===== src/rtl/tt_pkg.sv =====
// Shared definitions for the truth-table sweeper: controller states and default geometry.
package tt_pkg;

    localparam int TT_N_IN  = 4;
    localparam int TT_N_OUT = 2;
    localparam int TT_HOLD  = 10;

    typedef enum logic [1:0] {
        IDLE   = 2'd0,
        DRIVE  = 2'd1,
        FINISH = 2'd2
    } tt_state_e;

endpackage


===== src/rtl/tt_hold_timer.sv =====
// Per-vector hold timer: counts 0..HOLD-1 while enabled and strobes on the final hold cycle.
module tt_hold_timer #(
    parameter int HOLD = 10
) (
    input  logic clk,
    input  logic rst_n,
    input  logic i_clr,
    input  logic i_en,
    output logic o_last
);

    localparam int CW = (HOLD > 1) ? $clog2(HOLD) : 1;
    localparam logic [CW-1:0] LAST_CNT = CW'(HOLD - 1);

    logic [CW-1:0] r_cnt;

    // Hold counter; wraps to zero on the last cycle so the next vector starts fresh.
    always_ff @(posedge clk or negedge rst_n) begin
        if (!rst_n) begin
            r_cnt <= {CW{1'b0}};
        end else if (i_clr) begin
            r_cnt <= {CW{1'b0}};
        end else if (i_en) begin
            if (r_cnt == LAST_CNT) begin
                r_cnt <= {CW{1'b0}};
            end else begin
                r_cnt <= r_cnt + CW'(1);
            end
        end else begin
            r_cnt <= r_cnt;
        end
    end

    assign o_last = i_en && (r_cnt == LAST_CNT);

endmodule


===== src/rtl/tt_sweeper.sv =====
// Exhaustive truth-table sweeper: drives every input vector in turn, compares the DUT
// response against a packed golden table and reports error count and first failing vector.
module tt_sweeper
    import tt_pkg::*;
#(
    parameter int N_IN  = TT_N_IN,
    parameter int N_OUT = TT_N_OUT,
    parameter int HOLD  = TT_HOLD,
    parameter logic [(2**N_IN)*N_OUT-1:0] EXPECTED = '0
) (
    input  logic              clk,
    input  logic              rst_n,
    input  logic              start,
    input  logic              abort,
    output logic [N_IN-1:0]   stim_o,
    input  logic [N_OUT-1:0]  resp_i,
    output logic              busy,
    output logic              done,
    output logic              pass,
    output logic [N_IN:0]     err_count,
    output logic [N_IN-1:0]   first_err_vec,
    output logic              first_err_valid
);

    localparam int EW = N_IN + 1;
    localparam logic [N_IN-1:0] LAST_VEC = {N_IN{1'b1}};

    tt_state_e        r_state, w_state_nxt;
    logic [N_IN-1:0]  r_vec, w_vec_nxt;
    logic             r_busy, w_busy_nxt;
    logic             r_done, w_done_nxt;
    logic             r_pass, w_pass_nxt;
    logic [EW-1:0]    r_err_count, w_err_nxt, w_err_after;
    logic [N_IN-1:0]  r_first_err_vec, w_fev_nxt;
    logic             r_first_err_valid, w_fevalid_nxt;
    logic             w_last, w_clr, w_en, w_go, w_mismatch;
    logic [N_OUT-1:0] w_exp;

    assign w_en  = (r_state == DRIVE);
    assign w_clr = (r_state != DRIVE) || abort;

    tt_hold_timer #(
        .HOLD (HOLD)
    ) u_hold_timer (
        .clk    (clk),
        .rst_n  (rst_n),
        .i_clr  (w_clr),
        .i_en   (w_en),
        .o_last (w_last)
    );

    assign w_exp       = EXPECTED[32'(r_vec) * N_OUT +: N_OUT];
    assign w_mismatch  = (resp_i != w_exp);
    assign w_err_after = w_mismatch ? (r_err_count + EW'(1)) : r_err_count;
    // A running sweep ignores start; abort takes priority there.
    assign w_go        = start && (r_state != DRIVE);

    // Next-state and next-output logic for the sweep controller.
    always_comb begin
        w_state_nxt   = r_state;
        w_vec_nxt     = r_vec;
        w_busy_nxt    = r_busy;
        w_done_nxt    = r_done;
        w_pass_nxt    = r_pass;
        w_err_nxt     = r_err_count;
        w_fev_nxt     = r_first_err_vec;
        w_fevalid_nxt = r_first_err_valid;
        if (w_go) begin
            w_state_nxt   = DRIVE;
            w_vec_nxt     = {N_IN{1'b0}};
            w_busy_nxt    = 1'b1;
            w_done_nxt    = 1'b0;
            w_pass_nxt    = 1'b0;
            w_err_nxt     = {EW{1'b0}};
            w_fev_nxt     = {N_IN{1'b0}};
            w_fevalid_nxt = 1'b0;
        end else begin
            case (r_state)
                IDLE: begin
                    w_state_nxt = IDLE;
                end
                DRIVE: begin
                    if (abort) begin
                        w_state_nxt = IDLE;
                        w_vec_nxt   = {N_IN{1'b0}};
                        w_busy_nxt  = 1'b0;
                        w_done_nxt  = 1'b0;
                        w_pass_nxt  = 1'b0;
                    end else if (w_last) begin
                        w_err_nxt = w_err_after;
                        if (w_mismatch && !r_first_err_valid) begin
                            w_fev_nxt     = r_vec;
                            w_fevalid_nxt = 1'b1;
                        end else begin
                            w_fev_nxt     = r_first_err_vec;
                        end
                        if (r_vec == LAST_VEC) begin
                            w_state_nxt = FINISH;
                            w_vec_nxt   = {N_IN{1'b0}};
                            w_busy_nxt  = 1'b0;
                            w_done_nxt  = 1'b1;
                            w_pass_nxt  = (w_err_after == {EW{1'b0}});
                        end else begin
                            w_vec_nxt   = r_vec + N_IN'(1);
                        end
                    end else begin
                        w_state_nxt = DRIVE;
                    end
                end
                FINISH: begin
                    w_state_nxt = IDLE;
                end
                default: begin
                    w_state_nxt   = IDLE;
                    w_vec_nxt     = {N_IN{1'b0}};
                    w_busy_nxt    = 1'b0;
                    w_done_nxt    = 1'b0;
                    w_pass_nxt    = 1'b0;
                    w_err_nxt     = {EW{1'b0}};
                    w_fev_nxt     = {N_IN{1'b0}};
                    w_fevalid_nxt = 1'b0;
                end
            endcase
        end
    end

    // State and registered outputs.
    always_ff @(posedge clk or negedge rst_n) begin
        if (!rst_n) begin
            r_state           <= IDLE;
            r_vec             <= {N_IN{1'b0}};
            r_busy            <= 1'b0;
            r_done            <= 1'b0;
            r_pass            <= 1'b0;
            r_err_count       <= {EW{1'b0}};
            r_first_err_vec   <= {N_IN{1'b0}};
            r_first_err_valid <= 1'b0;
        end else begin
            r_state           <= w_state_nxt;
            r_vec             <= w_vec_nxt;
            r_busy            <= w_busy_nxt;
            r_done            <= w_done_nxt;
            r_pass            <= w_pass_nxt;
            r_err_count       <= w_err_nxt;
            r_first_err_vec   <= w_fev_nxt;
            r_first_err_valid <= w_fevalid_nxt;
        end
    end

    assign stim_o          = r_vec;
    assign busy            = r_busy;
    assign done            = r_done;
    assign pass            = r_pass;
    assign err_count       = r_err_count;
    assign first_err_vec   = r_first_err_vec;
    assign first_err_valid = r_first_err_valid;

endmodule


===== config.mk =====
export PLATFORM = sky130hd
export DESIGN_NAME = tt_sweeper
export DESIGN_NICKNAME = d
export VERILOG_FILES = /design/src/rtl/tt_pkg.sv /design/src/rtl/tt_hold_timer.sv /design/src/rtl/tt_sweeper.sv
export SDC_FILE = /design/constraint.sdc
export NUM_CORES = 1
export LEC_CHECK = 0
export BUFFER_PORTS_ARGS = -buffer_cell sky130_fd_sc_hd__buf_4
export CORE_ASPECT_RATIO = 1.25
export CORE_MARGIN = 5
export CORE_UTILIZATION = 53
export CTS_CLUSTER_SIZE = 20
export DETAILED_ROUTE_END_ITERATION = 10
export GPL_ROUTABILITY_DRIVEN = 1
export GPL_TIMING_DRIVEN = 0
export PLACE_DENSITY = 0.77
export SLEW_MARGIN = 20
export SYNTH_ARGS = -nofsm -noshare
export SYNTH_HDL_FRONTEND = slang
export SYNTH_SLANG_ARGS = --single-unit

===== constraint.sdc =====
create_clock -name clk -period 1.8 [get_ports clk]
set_input_delay 0.09 -clock clk [delete_from_list [all_inputs] [get_ports clk]]
set_output_delay 0.09 -clock clk [all_outputs]
set_load 0.1 [all_outputs]

## After elaboration in Yosys (flattened, before gate mapping)

Index checks and enable logic that the tools add are counted.

- Bits in registers: 23
- Input bits: 6
- Output and inout port bits: 17
- Logic and storage cells: 82

- Add/sub/neg operators: 3
- Equality and inequality tests: 13
- Shift-type cells: 1
- Mux-type cells: 43
- Reductions and logical operators: 13

Operators with widths:

| kind | count |
|---|---|
| 4-bit two-way mux | 11 |
| 32-bit by 6-bit indexed part select with 2-bit output, first input constant | 1 |
| 5-bit two-way mux | 4 |
| 1-bit two-way mux | 16 |
| 4-bit one-hot mux with 2 select lines | 2 |
| 2-bit two-way mux | 5 |
| 5-bit one-hot mux with 2 select lines | 1 |
| 3-bit inequality test, second input constant | 3 |
| 4-bit by 1-bit adder with 4-bit output, second input constant | 2 |
| 4-bit == test, second input constant | 2 |
| 4-bit inequality test, second input constant | 2 |
| 1-bit one-hot mux with 2 select lines | 4 |
| 3-bit AND reduction | 2 |
| 5-bit by 1-bit adder with 5-bit output, second input constant | 1 |
| 5-bit zero test | 1 |
| 5-bit inequality test, second input constant | 1 |
| 2-bit by 1-bit inequality test with 1-bit output, second input constant | 2 |
| 4-bit AND reduction | 1 |
| 1-bit logical AND | 3 |
| 2-bit by 1-bit == test with 1-bit output, second input constant | 1 |
| 2-bit == test, second input constant | 1 |
| 2-bit zero test | 1 |
| 2-bit inequality test | 1 |
| 2-bit AND reduction | 1 |
| other kinds (4) | 4 |

## Depth between registers and ports, before layout

Gate-level depths: netlist of the first run.

- Depth in word-level cells: 9
- Gate-level depth with buffers: 5
- Gate-level depth less buffers: 5

## Hierarchy

A second synthesis of the first run with hierarchy kept.

- Cells, all modules: 117
- Area, all modules: 1189.9 um^2

Modules (own cells, without submodules):

| module | times used | cells an instance | area each (um^2) | sequential area each (um^2) |
|---|---|---|---|---|
| tt_sweeper | 1 | 91 | 948.4 | 475.5 |
| tt_hold_timer | 1 | 26 | 241.5 | 100.1 |

## Worst setup path after synthesis of the first run

OpenSTA, ideal clock, no wires.

- Kind: register -> register
- Start: register r_err_count[0], in the netlist err_count[0]
- End: register r_err_count[4], in the netlist err_count[4]
- Arrival: 2.028 ns
- Data required time: 1.728 ns
- Setup slack: -0.300 ns
- Cell stages (with the launch flop): 6
- Buffers on the path: 0
- Period minus slack after synthesis: 2.100 ns
- Cells stage by stage: dfrtp_1 ha_1 o21a_1 nand3_2 or4_1 nand3_1

- Cells in the longest elaborated chain, start to end: 6

Ends and longest elaborated chain:

| item | RTL line | source |
|---|---|---|
| from (decl) | tt_sweeper.sv:33 | `logic [EW-1:0] r_err_count, w_err_nxt, w_err_after;` |
| from (signal assigned) | tt_sweeper.sv:135 | `r_err_count <= {EW{1'b0}};` |
| from (signal assigned) | tt_sweeper.sv:144 | `r_err_count <= w_err_nxt;` |
| 5-bit by 1-bit adder with 5-bit output | tt_sweeper.sv:54 | `assign w_err_after = w_mismatch ? (r_err_count + EW'(1)) : r_err_count;` |
| 5-bit two-way mux | tt_sweeper.sv:54 |  |
| 5-bit two-way mux | tt_sweeper.sv:89 | `end else if (w_last) begin` |
| 5-bit two-way mux | tt_sweeper.sv:83 | `if (abort) begin` |
| 5-bit one-hot mux with 2 select lines | tt_sweeper.sv:78 | `case (r_state)` |
| 5-bit two-way mux | tt_sweeper.sv:68 | `if (w_go) begin` |

No other way between the ends. The select of a mux whose other input is x is not followed.
A chain may end at the register's enable or synchronous reset.

## Worst setup path in the final report of the first run

- Start: register u_hold_timer.r_cnt[1]
- End: register r_first_err_vec[2], in the netlist first_err_vec[2]

- Cells in the longest elaborated chain, start to end: 4

Ends and longest elaborated chain:

| item | RTL line | source |
|---|---|---|
| from (decl) | tt_hold_timer.sv:15 | `logic [CW-1:0] r_cnt;` |
| from (signal assigned) | tt_hold_timer.sv:20 | `r_cnt <= {CW{1'b0}};` |
| from (signal assigned) | tt_hold_timer.sv:22 | `r_cnt <= {CW{1'b0}};` |
| from (signal assigned) | tt_hold_timer.sv:25 | `r_cnt <= {CW{1'b0}};` |
| 4-bit == test | tt_hold_timer.sv:34 | `assign o_last = i_en && (r_cnt == LAST_CNT);` |
| 1-bit logical AND | tt_hold_timer.sv:34 |  |
| 3-bit inequality test (no line) | n/a |  |
| 4-bit AND reduction (no line) | n/a |  |
| to (signal assigned) | tt_sweeper.sv:136 | `r_first_err_vec <= {N_IN{1'b0}};` |
| to (signal assigned) | tt_sweeper.sv:145 | `r_first_err_vec <= w_fev_nxt;` |
| to (decl) | tt_sweeper.sv:34 | `logic [N_IN-1:0] r_first_err_vec, w_fev_nxt;` |

No other way between the ends.

==> results of run 1 <==
-- critical path: cells and delay by family, from the launching register on --
family	cells	cell delay (ns)
simple gates	2	0.55
compound gates	2	0.50
flops	1	0.46
-- cell usage after synthesis --
cell and n:
dfrtp_1 23, nor2_1 12, o21ai_0 11, a22o_1 6, nand2_1 5, a21oi_1 4
nand3_1 4, a32o_1 3, inv_1 3, xnor2_1 3, ha_1 2, mux2i_1 2
nand2b_1 2, nor4_1 2, o211ai_1 2, o21ai_1 2, a22oi_1 1, a2bb2oi_1 1
a31oi_1 1, and2_1 1, and3_1 1, and4bb_2 1, buf_2 1, clkbuf_1 1
mux2_2 1, nand3_2 1, nand4bb_1 1, nor2b_1 1, nor3_1 1, nor3_2 1
o2111ai_1 1, o21a_1 1, o2bb2ai_1 1, o31ai_1 1, or2_2 1, or3_1 1
or3b_1 1, or4_1 1, xor2_1 1
-- final timing paths --
path / slack (ns) / startpoint / end
min in group clk: 0.18 / resp_i[0] / first_err_valid
max in group asynchronous: 1.38 / rst_n / err_count[1]
min reg2reg: 0.52 / first_err_vec[3] / first_err_vec[3]
min: 0.18 / rst_n / err_count[4]
max: 0.19 / u_hold_timer.r_cnt[1] / first_err_vec[2]
max reg2reg: 0.19 / u_hold_timer.r_cnt[1] / first_err_vec[2]
-- registers in the layout (all words and copies together) (netlist names) --
register            count
first_err_vec           4
done                    1
u_hold_timer.r_cnt      4
r_state                 2
pass                    1
err_count               5
stim_o                  4
busy                    1
first_err_valid         1
-- logic make-up after synthesis --
| kind of cell | after synthesis | synth area share, % |
|---|---|---|
| adder cells (fa/ha/maj) | 2 | 2.21 |
| AND/OR/NAND/NOR | 37 | 18.2 |
| flip-flops | 23 | 50.9 |
| multiplexers | 3 | 2.77 |
| buffers and inverters | 5 | 1.77 |
| AO/OA/AOI/OAI | 35 | 21.0 |
| XOR/XNOR | 4 | 3.10 |
-- per-stage QoR --
| stage | std cells | hold WS (ns) |
|---|---|---|
| 3_5_place_dp | 151 | -0.000830 |
| 5_1_grt | 157 | 0.202 |
| 6_report | 157 | 0.179 |
| 4_1_cts | 157 | 0.167 |
| 2_1_floorplan | 109 | -0.206 |
| 3_3_place_gp | 151 | -0.00404 |
-- area by class of cell --
type	instances	area, sq um	share of cell area (%)
clock inverter	1	5.00	0.362
sequential	23	583	42.2
buffer	2	8.76	0.633
clock buffer	3	22.5	1.63
inverter	3	11.3	0.814
multi-input combinational	81	542	39.2
timing repair buffer	24	185	13.4
tap	20	25.0	1.81
-- layer usage --
| layer | global-route usage (%) | wire (um) | vias to the layer above |
|---|---|---|---|
| met4 | 11.2 | 70 | 0 |
| met1 | 20.6 | 1030 | 470 |
| met2 | 28.4 | 1160 | 27 |
| met5 | 0 | 0 | - |
| li1 | - | - | 464 |
| met3 | 2.66 | 129 | 7 |
-- timing repair --
item / in CTS / in global routing
setup endpoints to repair: 0 / 4
hold buffers: 2 / 0
resized for setup: 0 / 2
hold endpoints to repair: 24 / 0
-- power by group --
group | switching, mW | internal [mW] | total [mW] | leakage, nW
registers | 0.0131 | 0.527 | 0.540 | 0.307
clock network | 0.157 | 0.0834 | 0.241 | 0.0177
logic | 0.0966 | 0.0406 | 0.137 | 0.301
total | 0.267 | 0.651 | 0.919 | 0.625
==> impl_metrics.yaml, run 1 <==
final_layout:
  layout-drive-gt1-share_pct: 29.2
  antenna_cells: 0
  area.growth.synth_to_final_pct: 22.4
  utilization_pct: 69.0
  layout.nets: 146
  layout_commonest_cell: "buf_4"
  layout_common_cells: "buf_4 (22), dfrtp_1 (17), nor2_1 (12), o21ai_0 (11)"
  fin_area_sq_mm: 0.00138
  fillers: 169
floorplanning:
  die_w_um: 51.3
  boundaryPins: 23
  rows: 18
  initial_core_util_pct: 56.4
  dieArea_sq_mm: 0.00316
  die_h_um: 61.6
  core_area_sq_mm: 0.00200
sta:
  grt_setup_unrepaired: "false"
  fmax_ghz: 0.622
  tightest_slew_ns: 0.477
  finalHoldViolations: 0
  drv_slew: 0
  setup_tns_ns: 0
  min_period_ns: 1.61
  setup_viol: 0
  min_period_over_period_pct: 89.4
  max_slew_margin_pct: 67.9
  clock_skew_ns: 0.00109
  worst_slack_ns: 0.191
critical_path:
  max_stage_delay_ns: 0.46
  cp_slowest_cell: "dfrtp_1"
  endpoint_kind: "register"
  start_kind: "register"
  critPathKind: "register to register"
  cp_max_fo: 7
  path_cells: "nand4bb_2 -> nor4_1 -> o21ai_0 -> a22o_1"
  r2r_cells: 4
  worstPathArrival_ns: 1.83
  critPathRequiredTime_ns: 2.02
yosys:
  avgSynthCellArea_sq_um: 10.4
  synth_area_leaders: "dfrtp_1 (51%), o21ai_0 (4.9%), a22o_1 (4.7%)"
  yosys_warnings: 0
  synth_area_sq_mm: 0.00113
  synthCells: 109
  yosysTopAreaCellShare_pct: 50.9
  synth_nets: 117
  ys_types: 39
  yosysTopAreaCell: "dfrtp_1"
  yosysSeqAreaShare_pct: 50.9
  synth-seq-cells: 23
place:
  place_worst_setup_slack_ns: 0.164
  place.gp.congestion: 0.816
  io_buffers: 22
  placed_cell_area_sq_mm: 0.00133
  dp_hpwl_um: 1820
routing:
  drt_iter0_markers: 14
  num_vias: 968
  antenna_left: 0
  drc: 0
  first_pass_iters: 4
  wire_per_inst_um: 15.2
  routed_wl_um: 2390
  viasPerCell: 6.17
power_and_ir_drop:
  vdd_drop_max_mv: 0.680
  p_per_area_mw_per_mm2: 664
  power_uw: 919
  p_leak_nw: 0.625
global_routing:
  grt_antenna_before_repair: 0
  grt_pass1_wl_um: 3930
  grt_remaining_overflow: 0
  grt_pass1_vias: 884
  track_usage_pct: 17.0
  grt_max_degree: 24
clocking:
  cts.sinks: 23
  cts_tree: "yes"
  clk_pin_slew_ns: 0.12
  numCtsBuffers: 3
  clockBufferDepth: 2
  post-cts-setup-buffers: 0
  cts.htree.levels: 1
  cts_root_buf: "clkbuf_4"
  insertion_delay_ns: 0.32
job:
  maxCapViolCount: 0
status:
  status: "complete, no violations"
min_path:
  hold_class: "input pin to async pin"
Note: power is estimated with default switching activity, not from simulation.
==> run 2: changes to the inputs <==
ABC_AREA = 1   (was not set)
CORE_MARGIN = not set   (was 5)
CORE_UTILIZATION = 54   (was 53)
PLACE_DENSITY = 0.78   (was 0.77)
==> run 2 against run 1 <==
  * Global-route usage increased by 5.1 points
  * Synthesized cell count grew 38%
  * Cell area increased by 6.6%
  * Sequential share of layout area decreased by 2.8 points
  * Non-clock buffer count fell by 2
  * Worst hold slack got worse by 0.16 ns
  * First-iteration DRC count increased by 14%
  * Core utilization up 2.9 points
  * Die area decreased by 22%
  * Total power grew 66%
  * Largest power group is now combinational cells
==> impl_metrics.yaml, run 2 <==
status:
  status: "complete, no violations"
critical_path:
  critPathRequiredTime_ns: 2.06
  cp_slowest_cell: "dfrtp_2"
  critPathKind: "register to register"
  cp_max_fo: 6
  worstPathArrival_ns: 1.65
  start_kind: "register"
  path_cells: "ha_1 -> nand3_1 -> nand2_1 -> nand3_2 -> nor2_1 -> nand3_1 -> nand2_1"
  endpoint_kind: "register"
  max_stage_delay_ns: 0.43
global_routing:
  grt_pass1_wl_um: 4040
  grt_max_degree: 24
  grt_pass1_vias: 959
  grt_antenna_before_repair: 0
  grt_remaining_overflow: 0
  track_usage_pct: 22.1
final_layout:
  area.growth.synth_to_final_pct: 19.8
  antenna_cells: 0
  fillers: 164
  layout.nets: 186
  layout-drive-gt1-share_pct: 29.4
  layout_commonest_cell: "nand2_1"
  largest_reg_flops: 5
  final_cells: 207
  layout_common_cells: "nand2_1 (42), buf_4 (22), dfrtp_1 (19), nand3_1 (15), nor2_1 (15)"
  fin_area_sq_mm: 0.00147
  utilization_pct: 71.9
floorplanning:
  core_area_sq_mm: 0.00205
  initial_core_util_pct: 60.0
  die_w_um: 44.7
  rows: 18
  die_h_um: 55.4
  boundaryPins: 23
  dieArea_sq_mm: 0.00247
clocking:
  cts_tree: "yes"
  cts_root_buf: "clkbuf_4"
  cts.htree.levels: 1
  post_cts_hold_buffer_count: 1
  clk_pin_slew_ns: 0.12
  clockBufferDepth: 2
  postCtsResizedCells: 0
  insertion_delay_ns: 0.31
  post-cts-setup-buffers: 0
  cts.sinks: 23
  numCtsBuffers: 3
place:
  io_buffers: 22
  dp_hpwl_um: 1820
  placed_cell_area_sq_mm: 0.00144
  place_inst: 202
  place.gp.congestion: 0.769
  place_worst_setup_slack_ns: 0.432
yosys:
  synth_nets: 158
  synth_area_sq_mm: 0.00123
  yosysTopAreaCell: "dfrtp_1"
  yosys_warnings: 0
  synth-seq-cells: 23
  avgSynthCellArea_sq_um: 8.20
  synth_most_common_cell: "nand2_1"
  synth_area_leaders: "dfrtp_1 (47%), nand2_1 (13%), nand3_1 (6.1%)"
  async_reset_ff_share_pct: 100
  ys_types: 25
  yosysSeqAreaShare_pct: 46.8
  yosysTopAreaCellShare_pct: 46.8
  synthCells: 150
  synth_commonest_cells: "nand2_1 (42), dfrtp_1 (23), nand3_1 (15), nor2_1 (15), inv_1 (12)"
  synth_edf_count: 0
  synth_ff_type: "dfrtp_1"
routing:
  routed_wl_um: 2370
  dr_wl_met2_um: 1210
  num_vias: 1017
  drc: 0
  first_pass_iters: 3
  wl_met1_um: 1060
  wl_met3_um: 46
  top_layer: "met4"
  drt_iter0_markers: 16
  wire_per_inst_um: 11.5
  antenna_left: 0
  viasPerCell: 4.91
power_and_ir_drop:
  power_mw: 1.52
  vdd_drop_max_mv: 0.734
  p_leak_nw: 0.775
  p_per_area_mw_per_mm2: 1030
sta:
  setup_viol: 0
  min_period_over_period_pct: 77.3
  min_period_ns: 1.39
  worst_slack_ns: 0.409
  clock_skew_ns: 0.00532
  whs_ns: 0.0214
  max_slew_margin_pct: 80.7
  tightest_slew_ns: 0.289
  setup_tns_ns: 0
  grt_setup_unrepaired: "false"
  finalHoldViolations: 0
  fmax_ghz: 0.719
  drv_slew: 0
min_path:
  hold_class: "input pin to register"
job:
  maxCapViolCount: 0
[run 2: path summary, 6_finish.rpt]
check,cells after the start,slack [ns],startpoint,end
setup / recovery,7,0.41,stim_o[0],pass
hold / removal,3,0.02,start,busy
setup reg to reg,7,0.41,stim_o[0],pass
hold reg to reg,1,0.49,u_hold_timer.r_cnt[0],u_hold_timer.r_cnt[0]
max in group asynchronous,2,1.36,rst_n,err_count[0]
min in group asynchronous,2,0.19,rst_n,first_err_valid
[run 2: routing by layer]
layer  track usage, %  vias up
li1                 -      530
met5                0        -
met1             27.5      470
met4             11.7        0
met3             1.96        4
met2             36.8       13
[run 2: kinds of logic (layout without fill, tap and decap cells)]
family / count (synthesis) / in the layout / synth area share (%)
AND/OR/NAND/NOR: 90 / 90 / 37.5
flip-flops: 23 / 23 / 46.8
buffers and inverters: 20 / 47 / 6.21
AO/OA/AOI/OAI: 13 / 13 / 6.00
adder cells (fa/ha/maj): 2 / 2 / 2.03
XOR/XNOR: 2 / 2 / 1.42
[run 2: final cells by class]
cell class              count  area, sq um  share of cell area, %
repair buffers             23          175                   11.9
plain buffers               1         5.00                  0.340
well taps                  30         37.5                   2.55
multi-input cells         107          578                   39.2
inverters                  19         71.3                   4.84
flip-flops and latches     23          581                   39.4
clock buffers               4         26.3                   1.78
[run 2: critical path: cells and delay by family (launching register included)]
kind / cells / cell delay, ns
and+or+nand+nor: 6 / 0.68
DFF: 1 / 0.43
adders and majority gates: 1 / 0.21
[run 2: power breakdown]
part | internal [mW] | switching, mW | total, mW
registers | 0.572 | 0.0444 | 0.616
logic | 0.148 | 0.527 | 0.675
clock network | 0.0866 | 0.147 | 0.234
==> run 3: changes to the inputs <==
clock period = 1.36 ns   (was 1.8 ns; I/O delays follow)
==> run 3 against run 2 <==
  * Critical endpoint unchanged
  * Largest cell class is now multi-input combinational cells
  * Die area did not move
  * Sequential power rose by 34%
  * Sequential share of layout area fell by 1.2 points
  * Clock skew barely moved
==> impl_metrics.yaml, run 3 (synthesis gave the netlist of run 2 again) <==
critical_path:
  max_stage_delay_ns: 0.52
  worstPathArrival_ns: 1.56
  critical-path-top-delay-family: "flip-flops"
  critPathKind: "register to register"
  cp_slowest_cell: "dfrtp_4"
  path_cells: "ha_4 -> inv_1 -> nand2_1 -> nand2_1 -> nand3_1 -> nor2_1 -> nand3_1 -> nand2_1"
  crit_path_frequent_cell: "nand2_1"
  endpoint_kind: "register"
  cp_num_buf_inv: 1
  cp_max_fo: 3
  critPathRequiredTime_ns: 1.63
  start_kind: "register"
routing:
  num_vias: 1047
  viasPerCell: 4.99
  routed_wl_um: 2400
  antenna_left: 0
  drc: 0
  drt_iter0_markers: 30
  first_pass_iters: 4
  wire_per_inst_um: 11.4
clocking:
  cts_tree: "yes"
  clk_pin_slew_ns: 0.12
  cts_root_buf: "clkbuf_4"
  numCtsBuffers: 3
  cts.sinks: 23
  cts.htree.levels: 1
  insertion_delay_ns: 0.32
  clockBufferDepth: 2
global_routing:
  grt_pass1_wl_um: 3970
  grt_pass1_vias: 932
  track_usage_pct: 21.7
  grt_remaining_overflow: 0
  grt_antenna_before_repair: 0
  grt_max_degree: 24
final_layout:
  layout.nets: 189
  area.growth.synth_to_final_pct: 27.7
  largest_reg_flops: 5
  ff_latch_area_sq_um: 599
  layout_commonest_cell: "nand2_1"
  multiInputGateArea_sq_um: 629
  layout_common_cells: "nand2_1 (41), buf_4 (24), nor2_1 (15), nand3_1 (14)"
  fillers: 146
  final_cells: 210
  antenna_cells: 0
  layout-drive-gt1-share_pct: 37.2
floorplanning:
  die_h_um: 55.4
  core_area_sq_mm: 0.00205
  dieArea_sq_mm: 0.00247
  die_w_um: 44.7
  boundaryPins: 23
  initial_core_util_pct: 60.0
  rows: 18
sta:
  tightest_slew_ns: 0.302
  fmax_ghz: 0.774
  min_period_ns: 1.29
  setup_viol: 0
  worst_slack_ns: 0.0679
  clock_skew_ns: 0.00535
  min_period_over_period_pct: 95.0
  max_slew_margin_pct: 79.9
  grt_setup_unrepaired: "true"
  finalHoldViolations: 0
  drv_slew: 0
  whs_ns: 0.0870
place:
  io_buffers: 22
  place_inst: 202
  place_worst_setup_slack_ns: 0.0598
  place.gp.congestion: 0.770
  dp_hpwl_um: 1800
power_and_ir_drop:
  p_leak_nw: 0.775
  p_per_area_mw_per_mm2: 1310
  vdd_drop_max_mv: 1.05
job:
  maxCapViolCount: 0
status:
  status: "complete, no violations"
min_path:
  hold_class: "input pin to register"
==> run 3: report_power, final <==
group	switching (mW)	total (mW)	internal, mW
sequential	0.0620	0.826	0.764
clock	0.208	0.319	0.110
combinational	0.704	0.912	0.208
==> run 3: timing repair <==
item | 4_1_cts | 5_1_grt
hold endpoints to repair | 25 | 0
buffers inserted | 0 | 2
gates resized for setup | 0 | 3
hold buffers | 2 | 0
setup endpoints to repair | 0 | 6
==> run 3: tightest hold or removal path: stages <==
cell    delay [ns]
buf_4         0.11
nor2_4        0.06
inv_2         0.10
nor2_1        0.05
==> run 3: area by class of cell <==
cell class | count | share of cell area, %
plain buffers | 1 | 0.319
clock buffers | 3 | 1.43
clock inverters | 1 | 0.319
inverters | 19 | 4.54
multi-input cells | 107 | 40.1
flip-flops and latches | 23 | 38.2
well taps | 30 | 2.39
repair buffers | 26 | 12.7
==> run 3: per-layer routing <==
metal | vias to the layer above | track usage (%) | routed length, um | share of wire, %
met5 | - | 0 | 0 | 0
met4 | 0 | 10.4 | 53 | 2.2
met1 | 487 | 27.0 | 1100 | 46
met3 | 5 | 3.92 | 62 | 2.6
met2 | 21 | 35.1 | 1180 | 49
li1 | 534 | - | - | -
==> run 3: worst paths after layout <==
kind	startpoint	to	slack [ns]	cells after the start
worst min register to register	u_hold_timer.r_cnt[0]	u_hold_timer.r_cnt[0]	0.48	1
worst max register to register	err_count[0]	pass	0.07	8
worst max-delay path	err_count[0]	pass	0.07	8
max in group asynchronous	rst_n	err_count[0]	0.94	2
worst min-delay path	abort	u_hold_timer.r_cnt[0]	0.09	4
min in group asynchronous	rst_n	err_count[4]	0.16	2
==> run 3: stage by stage <==
stage | instance area (sq um) | power, mW | setup TNS [ns] | utilization [%]
final | 1570 | 2.06 | 0 | 76.6
after global placement | 1500 | 1.73 | 0 | 73.0
after detailed placement | 1500 | 1.75 | 0 | 73.0
after floorplan | 1290 | 1.56 | -0.0375 | -
after global routing | 1570 | 2.16 | -0.0147 | 76.6
after CTS | 1540 | 2.07 | 0 | 75.3
